**config.mk**
```make
export PLATFORM = sky130hd
export DESIGN_NAME = chunk_add_seq
export DESIGN_NICKNAME = d
export VERILOG_FILES = /design/src/rtl/chunk_add_seq.sv
export SDC_FILE = /design/constraint.sdc
export NUM_CORES = 1
export LEC_CHECK = 0
export ABC_AREA = 1
export ABC_CLOCK_PERIOD_IN_PS = 7220
export CAP_MARGIN = 20
export CORE_MARGIN = 4
export CORE_UTILIZATION = 53
export CTS_BUF_LIST = sky130_fd_sc_hd__clkbuf_4 sky130_fd_sc_hd__clkbuf_8 sky130_fd_sc_hd__clkbuf_16
export DETAILED_ROUTE_END_ITERATION = 16
export PLACE_DENSITY = 0.84
export SYNTH_ARGS = -nofsm -noshare
export SYNTH_HDL_FRONTEND = slang
export SYNTH_SLANG_ARGS = --single-unit
```
**constraint.sdc**
```tcl
create_clock -name clk -period 7.22 [get_ports clk]
set_input_delay 1.083 -clock clk [delete_from_list [all_inputs] [get_ports clk]]
set_output_delay 1.083 -clock clk [all_outputs]
set_load 0.01 [all_outputs]
```
**src/rtl/chunk_add_seq.sv**
```systemverilog
// chunk_add_seq: multi-cycle wide adder that walks one CHUNK-bit ripple slice
// over the operands, least-significant chunk first, with valid/ready on both
// the operand side and the result side.
module chunk_add_seq #(
  parameter int WIDTH = 12,
  parameter int CHUNK = 3
) (
  input  logic             clk,
  input  logic             rst,
  input  logic             in_valid,
  output logic             in_ready,
  input  logic [WIDTH-1:0] a,
  input  logic [WIDTH-1:0] b,
  input  logic             cin,
  output logic             out_valid,
  input  logic             out_ready,
  output logic [WIDTH-1:0] sum,
  output logic             cout,
  output logic             busy
);

  localparam int N    = WIDTH / CHUNK;
  localparam int IDXW = (N > 1) ? $clog2(N) : 1;

  typedef enum logic [1:0] {
    IDLE = 2'd0,
    RUN  = 2'd1,
    DONE = 2'd2
  } state_t;

  state_t           r_state;
  state_t           w_nextState;
  logic [IDXW-1:0]  r_idx;
  logic             r_carry;
  logic [WIDTH-1:0] r_a;
  logic [WIDTH-1:0] r_b;
  logic [WIDTH-1:0] r_sum;
  logic             r_cout;

  logic [CHUNK-1:0] w_aChunk;
  logic [CHUNK-1:0] w_bChunk;
  logic [CHUNK:0]   w_chunkSum;
  logic             w_lastChunk;
  logic             w_accept;

  assign w_accept    = (r_state == IDLE) && in_valid;
  assign w_lastChunk = (r_idx == IDXW'(N - 1));
  assign w_chunkSum  = {1'b0, w_aChunk} + {1'b0, w_bChunk} + {{CHUNK{1'b0}}, r_carry};
  assign sum         = r_sum;
  assign cout        = r_cout;

  // Select the operand chunks addressed by the index (constant-index mux keeps selects in range).
  always_comb begin
    w_aChunk = '0;
    w_bChunk = '0;
    for (int i = 0; i < N; i++) begin
      if (r_idx == IDXW'(i)) begin
        w_aChunk = r_a[i*CHUNK +: CHUNK];
        w_bChunk = r_b[i*CHUNK +: CHUNK];
      end
    end
  end

  // State register; reset aborts any operation in flight.
  always_ff @(posedge clk or posedge rst) begin
    if (rst) begin
      r_state <= IDLE;
    end else begin
      r_state <= w_nextState;
    end
  end

  // Next-state and handshake outputs decoded from the current state.
  always_comb begin
    w_nextState = r_state;
    in_ready    = 1'b0;
    out_valid   = 1'b0;
    busy        = 1'b0;
    case (r_state)
      IDLE: begin
        in_ready = 1'b1;
        if (in_valid) begin
          w_nextState = RUN;
        end
      end
      RUN: begin
        busy = 1'b1;
        if (w_lastChunk) begin
          w_nextState = DONE;
        end
      end
      DONE: begin
        out_valid = 1'b1;
        if (out_ready) begin
          w_nextState = IDLE;
        end
      end
      default: begin
        w_nextState = IDLE;
      end
    endcase
  end

  // Datapath: latch operands on accept, then add one chunk per cycle and ripple the carry.
  always_ff @(posedge clk or posedge rst) begin
    if (rst) begin
      r_idx   <= '0;
      r_carry <= 1'b0;
      r_a     <= '0;
      r_b     <= '0;
      r_sum   <= '0;
      r_cout  <= 1'b0;
    end else if (w_accept) begin
      r_a     <= a;
      r_b     <= b;
      r_carry <= cin;
      r_idx   <= '0;
    end else if (r_state == RUN) begin
      r_carry <= w_chunkSum[CHUNK];
      for (int i = 0; i < N; i++) begin
        if (r_idx == IDXW'(i)) begin
          r_sum[i*CHUNK +: CHUNK] <= w_chunkSum[CHUNK-1:0];
        end
      end
      if (w_lastChunk) begin
        r_cout <= w_chunkSum[CHUNK];
        r_idx  <= '0;
      end else begin
        r_idx  <= r_idx + IDXW'(1);
      end
    end
  end

endmodule

```
Yosys cells after proc, flatten, opt, wreduce, memory -nomap -nowiden
Cells that the tools add are included.
{ "classes": {"muxes": 20, "n_reduce_logical": 9, "n_addsub": 3, "n_bitwise": 1, "eq_ne": 8} }
{ "op_table": {"columns": ["cell", "n"], "rows": [
  ["$mux 3", 8],
  ["$reduce_and 3->1", 5],
  ["$mux 2", 6],
  ["$eq 2x2->1 const B", 3],
  ["$ne 2x2->1 const B", 3],
  ["$pmux 2 s3", 1],
  ["$mux 1", 5],
  ["$add 3x3->4", 1],
  ["$add 4x1->4", 1],
  ["$eq 2x1->1 const B", 2],
  ["$logic_not 2->1", 2],
  ["$add 2x1->2 const B", 1],
  ["$reduce_bool 2->1", 1],
  ["$logic_and 1x1->1", 1],
  ["$not 1->1", 1]
]} }
{ "totals": {"word_cells": 51, "reg_bits": 42, "out_inout_bits": 16, "inputBits": 29} }

Logic depth before layout (Yosys ltp)
Gate-level depths: netlist (run 1).
{ "logic_depth": {"depth_word": 9, "mapped_depth": 13, "depth_no_buf": 12} }

Least setup slack after synthesis (run 1)
Ideal clock, no wire load.
{ "synth_path": {"path_kind": "register to register", "startpoint": "register r_idx[0]", "endpoint": "register r_sum[11] (netlist: sum[11])", "setup_time_ns": 0.133, "n_path_buf": 1, "t_required_ns": 7.087, "synth_period_minus_slack_ns": 2.373, "slack_ns": 4.847, "path_stages_with_launch": 13, "arrival_ns": 2.240, "path_cell_list": "dfrtp_1 > inv_1 > ha_1 > buf_2 > inv_1 > nor2_1 > nor2_1 > nand2_1 > nand2_1 > fa_1 > fa_1 > xnor2_1 > o21ai_0"} }
{ "synth_via": {"elab_chain_len": 7, "elab_cells_between_ends": 15, "classes_between": "add/sub: 2; eq/ne: 3; mux: 8; reduce/logical: 2"} }
{ "synth_rtl": {"columns": ["element", "line", "rtl"], "rows": [
  ["start, declared", "33", "logic [IDXW-1:0] r_idx;"],
  ["start signal, assigned", "129", "r_idx <= r_idx + IDXW'(1);"],
  ["$logic_not 2->1", "57", "if (r_idx == IDXW'(i)) begin"],
  ["$mux 3 (4 in series)", "57", null],
  ["$add 3x3->4", "48", "assign w_chunkSum = {1'b0, w_aChunk} + {1'b0, w_bChunk} + {{CHUNK{1'b0}}, r_carry};"],
  ["$add 4x1->4", "48", null],
  ["end signal, assigned by index", "122", "r_sum[i*CHUNK +: CHUNK] <= w_chunkSum[CHUNK-1:0];"],
  ["end, declared", "37", "logic [WIDTH-1:0] r_sum;"]
]} }
Several ways; a longest one is shown, not always the timed one.
A chain may end at the register's enable or synchronous reset.

Final worst setup path (run 1)
Same ends and word-level chain as after synthesis.

==> results of run 1 <==
[worst max-delay path by stage]
stage                     slack, ns      end  depth (start not counted)
after detailed placement       4.51   sum[5]                         11
after CTS                      4.47   sum[5]                         11
after global routing           4.23   sum[5]                         11
after global placement         4.63   sum[5]                         11
after floorplan                4.85  sum[11]                         12
final                          4.47  sum[11]                         11
[power by group through the flow]
stage | sequential (mW) | combinational, mW | clock [mW]
finish | 0.412 | 0.593 | 0.156
global route | 0.425 | 0.684 | 0.171
CTS | 0.412 | 0.600 | 0.159
detailed placement | 0.416 | 0.595 | 0
global placement | 0.412 | 0.570 | 0
floorplan | 0.414 | 0.388 | 0
[sequential cells by signal, indices dropped and copies added, names as in the netlist]
register / cells
cout: 1
r_a: 12
r_b: 12
r_carry: 1
r_idx: 2
r_state: 2
sum: 12
[metal layers]
metal  global-route usage  part of all wire
met1                0.231              0.44
met4               0.0852             0.018
met3               0.0600             0.054
met2                0.349              0.49
met5                    0                 0
[final cells by class]
cell class / count / area share
Multi-Input combinational cell: 171 / 0.316
Sequential cell: 42 / 0.417
Inverter: 19 / 0.0288
Timing Repair Buffer: 45 / 0.178
Clock buffer: 7 / 0.0357
Clock inverter: 1 / 0.00199
Tap cell: 46 / 0.0228
[cells by family (layout without fill, tap and decap cells)]
kind of cell               Yosys count  count (layout)
AOI/OAI and AO/OA                   31              31
xor gates and xnor gates             1               1
adders and majority gates            8               8
buffers and inverters               26              72
DFF                                 42              42
and+or+nand+nor                    131             131
[worst register-to-register path, cell delays in order (launching register included)]
cell,delay [ns]
dfrtp_1,0.42
inv_1,0.11
ha_1,0.38
inv_1,0.14
nor2_1,0.12
nor2_1,0.05
nand2_1,0.08
nand2_1,0.07
fa_1,0.44
fa_1,0.40
xnor2_1,0.28
o21ai_0,0.14
[per-stage QoR]
step                 util  power (mW)  instances  cell area [um2]  hold WS [ns]
floorplan               -       0.803        239             1970         0.449
finish              0.727        1.16        331             2520         0.485
global route        0.727        1.28        331             2520         0.517
detailed placement  0.699        1.01        323             2430         0.469
CTS                 0.727        1.17        331             2520         0.489
global placement    0.699       0.982        323             2430         0.464
[cells in the final DEF (no fill, tap or decap)]
cell type / synthesis / layout
nand2_1: 109 / 109
clkdlybuf4s50_1: 0 / 44
dfrtp_1: 42 / 42
inv_1: 16 / 16
o21ai_0: 14 / 14
nor2_1: 9 / 9
a21oi_1: 9 / 9
o21ai_1: 7 / 7
nand3_1: 7 / 7
ha_1: 6 / 6
clkbuf_8: 0 / 6
nand2_2: 4 / 4
nor2_2: 2 / 2
clkinv_2: 1 / 2
inv_2: 2 / 2
fa_1: 2 / 2
xnor2_1: 1 / 1
o31ai_1: 1 / 1
clkbuf_4: 0 / 1
buf_4: 2 / 1
==> metrics, run 1 <==
largest family of logic cells by synthesized area=simple AND/OR/NAND/NOR gates; post-synth top area cell=dfrtp_1; hpwl dp=3060 um; FF-to-FF Start=r_idx[0]; Net Sw Frac=0.424; Reg2Reg Depth=11; final setup vio count=0; Syn. warnings=0; GP Congestion=0.934; Detailed Routing Iterations Pass 1=4; post-route setup slack=4.47 ns; Synth async-reset ratio=1.00; Avg WL per Cell=12.3 um; H-tree Lvls=2; Synth Register Bits=between 40 and 50; Worst Path Max Fanout=10; Static Leak=1.27 nW; pwr dens=460 mW/mm2; Commonest cells post-synth=109 x nand2_1, 42 x dfrtp_1, 16 x inv_1, 14 x o21ai_0; area of the multi-input gates=approximately 800 um2; P_sw=0.492 mW; Synth cell types=20; status=completed; Critical Path Slowest Stage Cell=fa_1; Worst VDD drop=0.197 mV; Largest stage delay, worst path=0.44 ns; Post-synth top flop=dfrtp_1; clk sinks=42; register area=0.00105 mm2; initial antenna violation count=0; Hold Fails Final Rpt=0; Nets=321; Die ar.=0.00475 mm2; core area=0.00347 mm2; Layout Skew=around 0.0035 ns; top post-synthesis cells by area=dfrtp_1 53%, nand2_1 21%, ha_1 3.8%; fillcell total=283; Compound-Gate Fraction of Synth Area=0.0802; Max-Cap Viols=0; number of flops mapped to enable cells by yosys=0; minimum clock period=2.75 ns; Initial DRC Count=132; CP Buf/Inv Count=2; Routed Antenna Nets=0; Slew @ Worst Pin=slightly above 0.5 ns; hold buffers post-CTS=0; adder-cell share of the synthesized area=0.0586; Critical Path RT=about 7.4 ns; antenna fix cells=0; worst min-delay path startpoint=r_b[4]; Layout area overhead=28.3%; Die Span Y=68.9 um; Setup CP Type=register to register; CP delay by family, top=adder cells; final slew viol count=0; Clk pwr share=0.134; share of cells above drive strength 1=0.0632; Post-Synth XOR/XNOR Area=0.00446; fin crit share=0.381; sequential element share of the synthesized area=0.535; Mapped Area=0.00197 mm2; syn_nets=between 200 and 300; Critical path origin=r_idx[0]; RSZ-0062 raised after global routing=false; Reg clk slew, reported paths=around 0.070 ns; vias in the first global route=1589; Clock Path Buffers=2; Seq pwr share=0.355; first-pass GRT wire length=6910 um; most numerous cell in the Yosys netlist=nand2_1; FF-to-FF setup slack=about 4.5 ns; Hold EP=r_b[4]; crit-path cells=inv_1 > ha_1 > inv_1 > nor2_1 > nor2_1 > nand2_1 > nand2_1 > fa_1 > fa_1 > xnor2_1 > o21ai_0; Starting Density=0.567; clk_lat worst skew=between 0.2 and 0.3 ns; gr ovfl total=0; mux contribution to synthesized area=0; crit path launch type=register; Slew HR=0.661; Gate power share=0.511; # IOs=45; vias after detailed routing=1651; Resized cells post-CTS=0; I/O Buffers=44; worst hold path stage count=2; # rows=21; Setup TNS Final=0 ns; worst hold path class=register to register; pre-CTS WS=4.51 ns; largest net degree at the start of global routing=43; Synth top area share=0.535; Post-Synth Simple-Gate Area=0.262; Root Buffer=clkbuf_8; Setup Buffers After CTS=0; Data arrival, critical path=2.92 ns; cts bufs inserted=5; TritonCTS clock tree=done; Avg Cell Area, Syn=8.22 um2; die width=68.9 um; vias per cell=4.99; Pint=0.669 mW; DRC=0; Reg2Reg Capture Point=sum[11]; total global-route track usage=0.202; cells after synthesis=between 200 and 250; Setup crit end kind=register; Detailed Route WL=4060 um; fmax=~360 MHz
Power figures use the tool's default switching activity.
==> run 2: changes to the inputs <==
--- a/config.mk
+++ b/config.mk
@@ -6,13 +6,13 @@
 export NUM_CORES = 1
 export LEC_CHECK = 0
 export ABC_AREA = 1
-export ABC_CLOCK_PERIOD_IN_PS = 7220
+export ABC_CLOCK_PERIOD_IN_PS = 2700
 export CAP_MARGIN = 20
 export CORE_MARGIN = 4
-export CORE_UTILIZATION = 53
+export CORE_UTILIZATION = 49
 export CTS_BUF_LIST = sky130_fd_sc_hd__clkbuf_4 sky130_fd_sc_hd__clkbuf_8 sky130_fd_sc_hd__clkbuf_16
 export DETAILED_ROUTE_END_ITERATION = 16
-export PLACE_DENSITY = 0.84
+export PLACE_DENSITY = 0.78
 export SYNTH_ARGS = -nofsm -noshare
 export SYNTH_HDL_FRONTEND = slang
 export SYNTH_SLANG_ARGS = --single-unit
==> constraint.sdc (replaced) <==
create_clock -name clk -period 2.7 [get_ports clk]
set_input_delay 0.405 -clock clk [delete_from_list [all_inputs] [get_ports clk]]
set_output_delay 0.405 -clock clk [all_outputs]
set_load 0.01 [all_outputs]
==> run 2 against run 1 <==
Effect of this change: worst setup slack worse by 4.2 ns; core utilization down 4.6 points; flip-flop and latch count unchanged.
==> metrics, run 2 (same netlist as run 1, synthesis figures left out) <==
status=completed; core area=0.00377 mm2; Layout Skew=between 0.007 and 0.008 ns; worst hold path class=register to register; share of cells above drive strength 1=0.0767; final slew viol count=0; Critical Path RT=approximately 2.9 ns; fmax=405 MHz; pwr dens=1260 mW/mm2; clk_lat worst skew=0.30 ns; total global-route track usage=0.175; die width=71.3 um; CP delay by family, top=adder cells; Setup TNS Final=0 ns; vias per cell=4.84; Layout area overhead=30.6%; CP Buf/Inv Count=2; RSZ-0062 raised after global routing=false; Setup crit end kind=register; Setup Buffers After CTS=0; hpwl dp=3040 um; initial antenna violation count=0; Largest stage delay, worst path=0.44 ns; Nets=between 300 and 400; Critical Path Slowest Stage Cell=fa_1; Resized cells post-CTS=0; TritonCTS clock tree=done; final setup vio count=0; vias after detailed routing=between 1500 and 2000; Worst VDD drop=approximately 0.53 mV; Worst Path Max Fanout=6; antenna fix cells=0; DRC=0; Root Buffer=clkbuf_8; Detailed Route WL=4030 um; Reg clk slew, reported paths=0.08 ns; I/O Buffers=44; first-pass GRT wire length=7000 um; register area=0.00105 mm2; Static Leak=1.29 nW; Routed Antenna Nets=0; crit-path cells=inv_1 > ha_2 > inv_1 > nor2_1 > nor2_1 > nand2_1 > nand2_1 > fa_1 > fa_1 > xnor2_2 > o21ai_0; crit path launch type=register; Starting Density=0.521; H-tree Lvls=2; GP Congestion=between 0.9 and 1; Die ar.=between 0.005 and 0.006 mm2; cts bufs inserted=5; Max-Cap Viols=0; vias in the first global route=1556; Data arrival, critical path=2.64 ns; Hold Fails Final Rpt=0; WHS=0.484 ns; fin crit share=0.913; Avg WL per Cell=12.0 um; Initial DRC Count=80; minimum clock period=2.47 ns; hold buffers post-CTS=0; Slew HR=0.655; # rows=22; gr ovfl total=0; Setup CP Type=register to register; clk sinks=42; area of the multi-input gates=807 um2; commonest non-fill, non-tap cell in the layout=nand2_1; Detailed Routing Iterations Pass 1=4; Slew @ Worst Pin=0.517 ns; # IOs=45; commonest cells after routing, fill and taps aside=109 x nand2_1, 44 x clkdlybuf4s50_1, 42 x dfrtp_1; Die Span Y=71.3 um; Clock Path Buffers=2; largest net degree at the start of global routing=43; fillcell total=approximately 320
==> run 2: metal layers <==
layer / GRT usage / share of wire / up-vias
met5: 0 / 0 / -
met1: 0.233 / 0.46 / 724
met3: 0.0379 / 0.065 / 11
li1: - / - / 836
met2: 0.269 / 0.44 / 49
met4: 0.0877 / 0.027 / 0
==> run 2: cell type report <==
cell class / instances / share of cell area
inverters: 19 / 0.0283
repair buffers: 47 / 0.180
clock inverters: 1 / 0.0117
clock buffers: 7 / 0.0327
well taps: 48 / 0.0234
multi-input cells: 171 / 0.314
flip-flops and latches: 42 / 0.409
==> run 2: where the power goes <==
part	switching [mW]	internal, mW
Sequential	0.177	0.928
Clock	0.201	0.297
Combinational	0.943	0.684
Total	1.32	1.91
==> run 2: path summary, 6_finish.rpt <==
path	start	end	slack [ns]	cells past startpoint
min reg2reg	sum[4]	sum[4]	0.48	2
max	r_idx[0]	sum[5]	0.23	11
min	sum[4]	sum[4]	0.48	2
max in group asynchronous	rst	r_b[7]	1.80	3
min in group asynchronous	rst	sum[0]	0.53	3
max reg2reg	r_idx[0]	sum[5]	0.23	11
==> run 2: metrics by stage <==
| stage | instances | utilization | total power [mW] | instance area [um2] | setup slack, ns |
|---|---|---|---|---|---|
| 6_report | 335 | 0.681 | 3.23 | 2570 | 0.234 |
| 4_1_cts | 335 | 0.678 | 3.21 | 2560 | 0.107 |
| 2_1_floorplan | 239 | - | 2.15 | 1970 | 0.327 |
| 3_3_place_gp | 327 | 0.648 | 2.64 | 2440 | 0.261 |
| 3_5_place_dp | 327 | 0.648 | 2.70 | 2440 | 0.137 |
| 5_1_grt | 335 | 0.681 | 3.56 | 2570 | 0.0144 |
==> run 2: worst min-delay path, stage by stage (launching register included) <==
cell     delay (ns)
dfrtp_1        0.35
nand2_1        0.05
o21ai_0        0.06
==> run 3: changes to the inputs <==
--- a/config.mk
+++ b/config.mk
@@ -8,7 +8,7 @@
 export ABC_AREA = 1
 export ABC_CLOCK_PERIOD_IN_PS = 2700
 export CAP_MARGIN = 20
-export CORE_MARGIN = 4
+export CORE_MARGIN = 2
 export CORE_UTILIZATION = 49
 export CTS_BUF_LIST = sky130_fd_sc_hd__clkbuf_4 sky130_fd_sc_hd__clkbuf_8 sky130_fd_sc_hd__clkbuf_16
 export DETAILED_ROUTE_END_ITERATION = 16
==> run 3 against run 2 <==
Effect of this change: fmax is 2.7% lower; clock-buffer cell count down 1; global-route usage is 3.7 points higher.
==> metrics, run 3 (same netlist as run 1, synthesis figures left out) <==
Placed Area=0.00245 mm2; final setup vio count=0; # rows=23; Detailed Routing Iterations Pass 1=4; Routed Antenna Nets=0; die width=67.3 um; register area=0.00105 mm2; Slew @ Worst Pin=0.524 ns; H-tree Lvls=2; Critical Path Slowest Stage Cell=fa_1; vias per cell=4.91; commonest non-fill, non-tap cell in the layout=nand2_1; Data arrival, critical path=approximately 2.7 ns; Avg WL per Cell=12.4 um; minimum clock period=around 2.5 ns; fmax=394 MHz; TritonCTS clock tree=done; fin crit share=0.939; FF-to-FF Start=r_idx[0]; Layout Skew=~0.0043 ns; core area=0.00394 mm2; Root Buffer=clkbuf_8; I/O Buffers=44; worst hold path stage count=2; vias after detailed routing=1654; GP Congestion=around 0.82; Nets=323; FF-to-FF setup slack=0.16 ns; share of cells above drive strength 1=0.0801; design area=0.00257 mm2; Die ar.=0.00453 mm2; pwr dens=around 1300 mW/mm2; Max-Cap Viols=0; vias in the first global route=about 1600; Layout area overhead=30.9%; post-route setup slack=roughly 0.16 ns; DRC=0; crit-path cells=inv_1 > ha_2 > inv_1 > nor2_1 > nor2_1 > nand2_1 > nand2_1 > fa_1 > fa_1 > xnor2_2 > o21ai_0; gr ovfl total=0; Reg2Reg Capture Point=sum[5]; Worst VDD drop=0.520 mV; status=completed; Setup CP Type=register to register; area of the multi-input gates=810 um2; fillcell total=344; Resized cells post-CTS=0; worst hold path class=register to register; clk_lat worst skew=0.29 ns; hpwl dp=3040 um; Largest stage delay, worst path=0.44 ns; crit path launch type=register; Static Leak=1.28 nW; Initial DRC Count=99; Reg2Reg Depth=11; # IOs=45; Die Span Y=67.3 um; pre-CTS WS=0.0612 ns; cts bufs inserted=5; initial antenna violation count=0; Setup Buffers After CTS=0; first-pass GRT wire length=7150 um; Hold EP=r_a[8]; Clock Path Buffers=2; Detailed Route WL=4170 um; Starting Density=0.499; total global-route track usage=0.212; final slew viol count=0; commonest cells after routing, fill and taps aside=109 x nand2_1, 44 x clkdlybuf4s50_1, 42 x dfrtp_1; Reg clk slew, reported paths=0.08 ns; clk sinks=42; antenna fix cells=0; Critical Path RT=2.86 ns; CP delay by family, top=adder cells; Slew HR=0.650; hold buffers post-CTS=0; CP Buf/Inv Count=2; Setup crit end kind=register; largest net degree at the start of global routing=between 40 and 50; Worst Path Max Fanout=6; worst min-delay path startpoint=r_a[8]; Hold Fails Final Rpt=0
## run 3: changes by cell type in the layout (fill, tap and decap cells not counted)
cell        before  now
clkinvlp_4       0    1
ha_1             5    4
ha_2             1    2
clkbuf_4         2    1
## run 3: per-stage QoR
step	power (mW)	hold WS (ns)	util	cells	setup TNS, ns
6_report	3.27	0.486	0.652	337	0
3_5_place_dp	2.73	0.468	0.620	329	0
4_1_cts	3.24	0.489	0.649	337	0
3_3_place_gp	2.64	0.466	0.620	329	0
2_1_floorplan	2.15	0.449	-	239	0
5_1_grt	3.57	0.516	0.652	337	-0.00865
## run 3: how the worst max path moves through the flow
stage	to	start	depth (start not counted)
2_1_floorplan	sum[11]	r_idx[0]	12
3_3_place_gp	sum[5]	r_idx[0]	11
3_5_place_dp	sum[5]	r_idx[0]	11
4_1_cts	sum[5]	r_idx[0]	11
5_1_grt	sum[5]	r_idx[0]	11
6_report	sum[5]	r_idx[0]	11
## run 3: layout make-up
type                       instances  share of cell area
multi-input combinational        171               0.315
tap                               50              0.0243
clock buffer                       6              0.0297
timing repair buffer              47               0.180
inverter                          19              0.0282
sequential                        42               0.409
clock inverter                     2              0.0146
## run 3: per-layer routing
| layer | vias to the layer above | GRT usage | share of wire |
|---|---|---|---|
| met3 | 8 | 0.0500 | 0.041 |
| met5 | - | 0 | 0 |
| met4 | 0 | 0.0714 | 0.017 |
| met1 | 771 | 0.273 | 0.45 |
| met2 | 46 | 0.353 | 0.50 |
| li1 | 829 | - | - |
## run 3: worst reg2reg max path: stages (launching register included)
cell     delay (ns)
dfrtp_1        0.43
inv_1          0.12
ha_2           0.25
inv_1          0.09
nor2_1         0.10
nor2_1         0.04
nand2_1        0.07
nand2_1        0.06
fa_1           0.44
fa_1           0.42
xnor2_2        0.23
o21ai_0        0.15
## run 3: where the power goes
part / switching [mW] / total, mW / internal, mW
Clock: 0.211 / 0.497 / 0.286
Combinational: 0.973 / 1.66 / 0.687
Sequential: 0.182 / 1.11 / 0.928
Total: 1.37 / 3.27 / 1.90
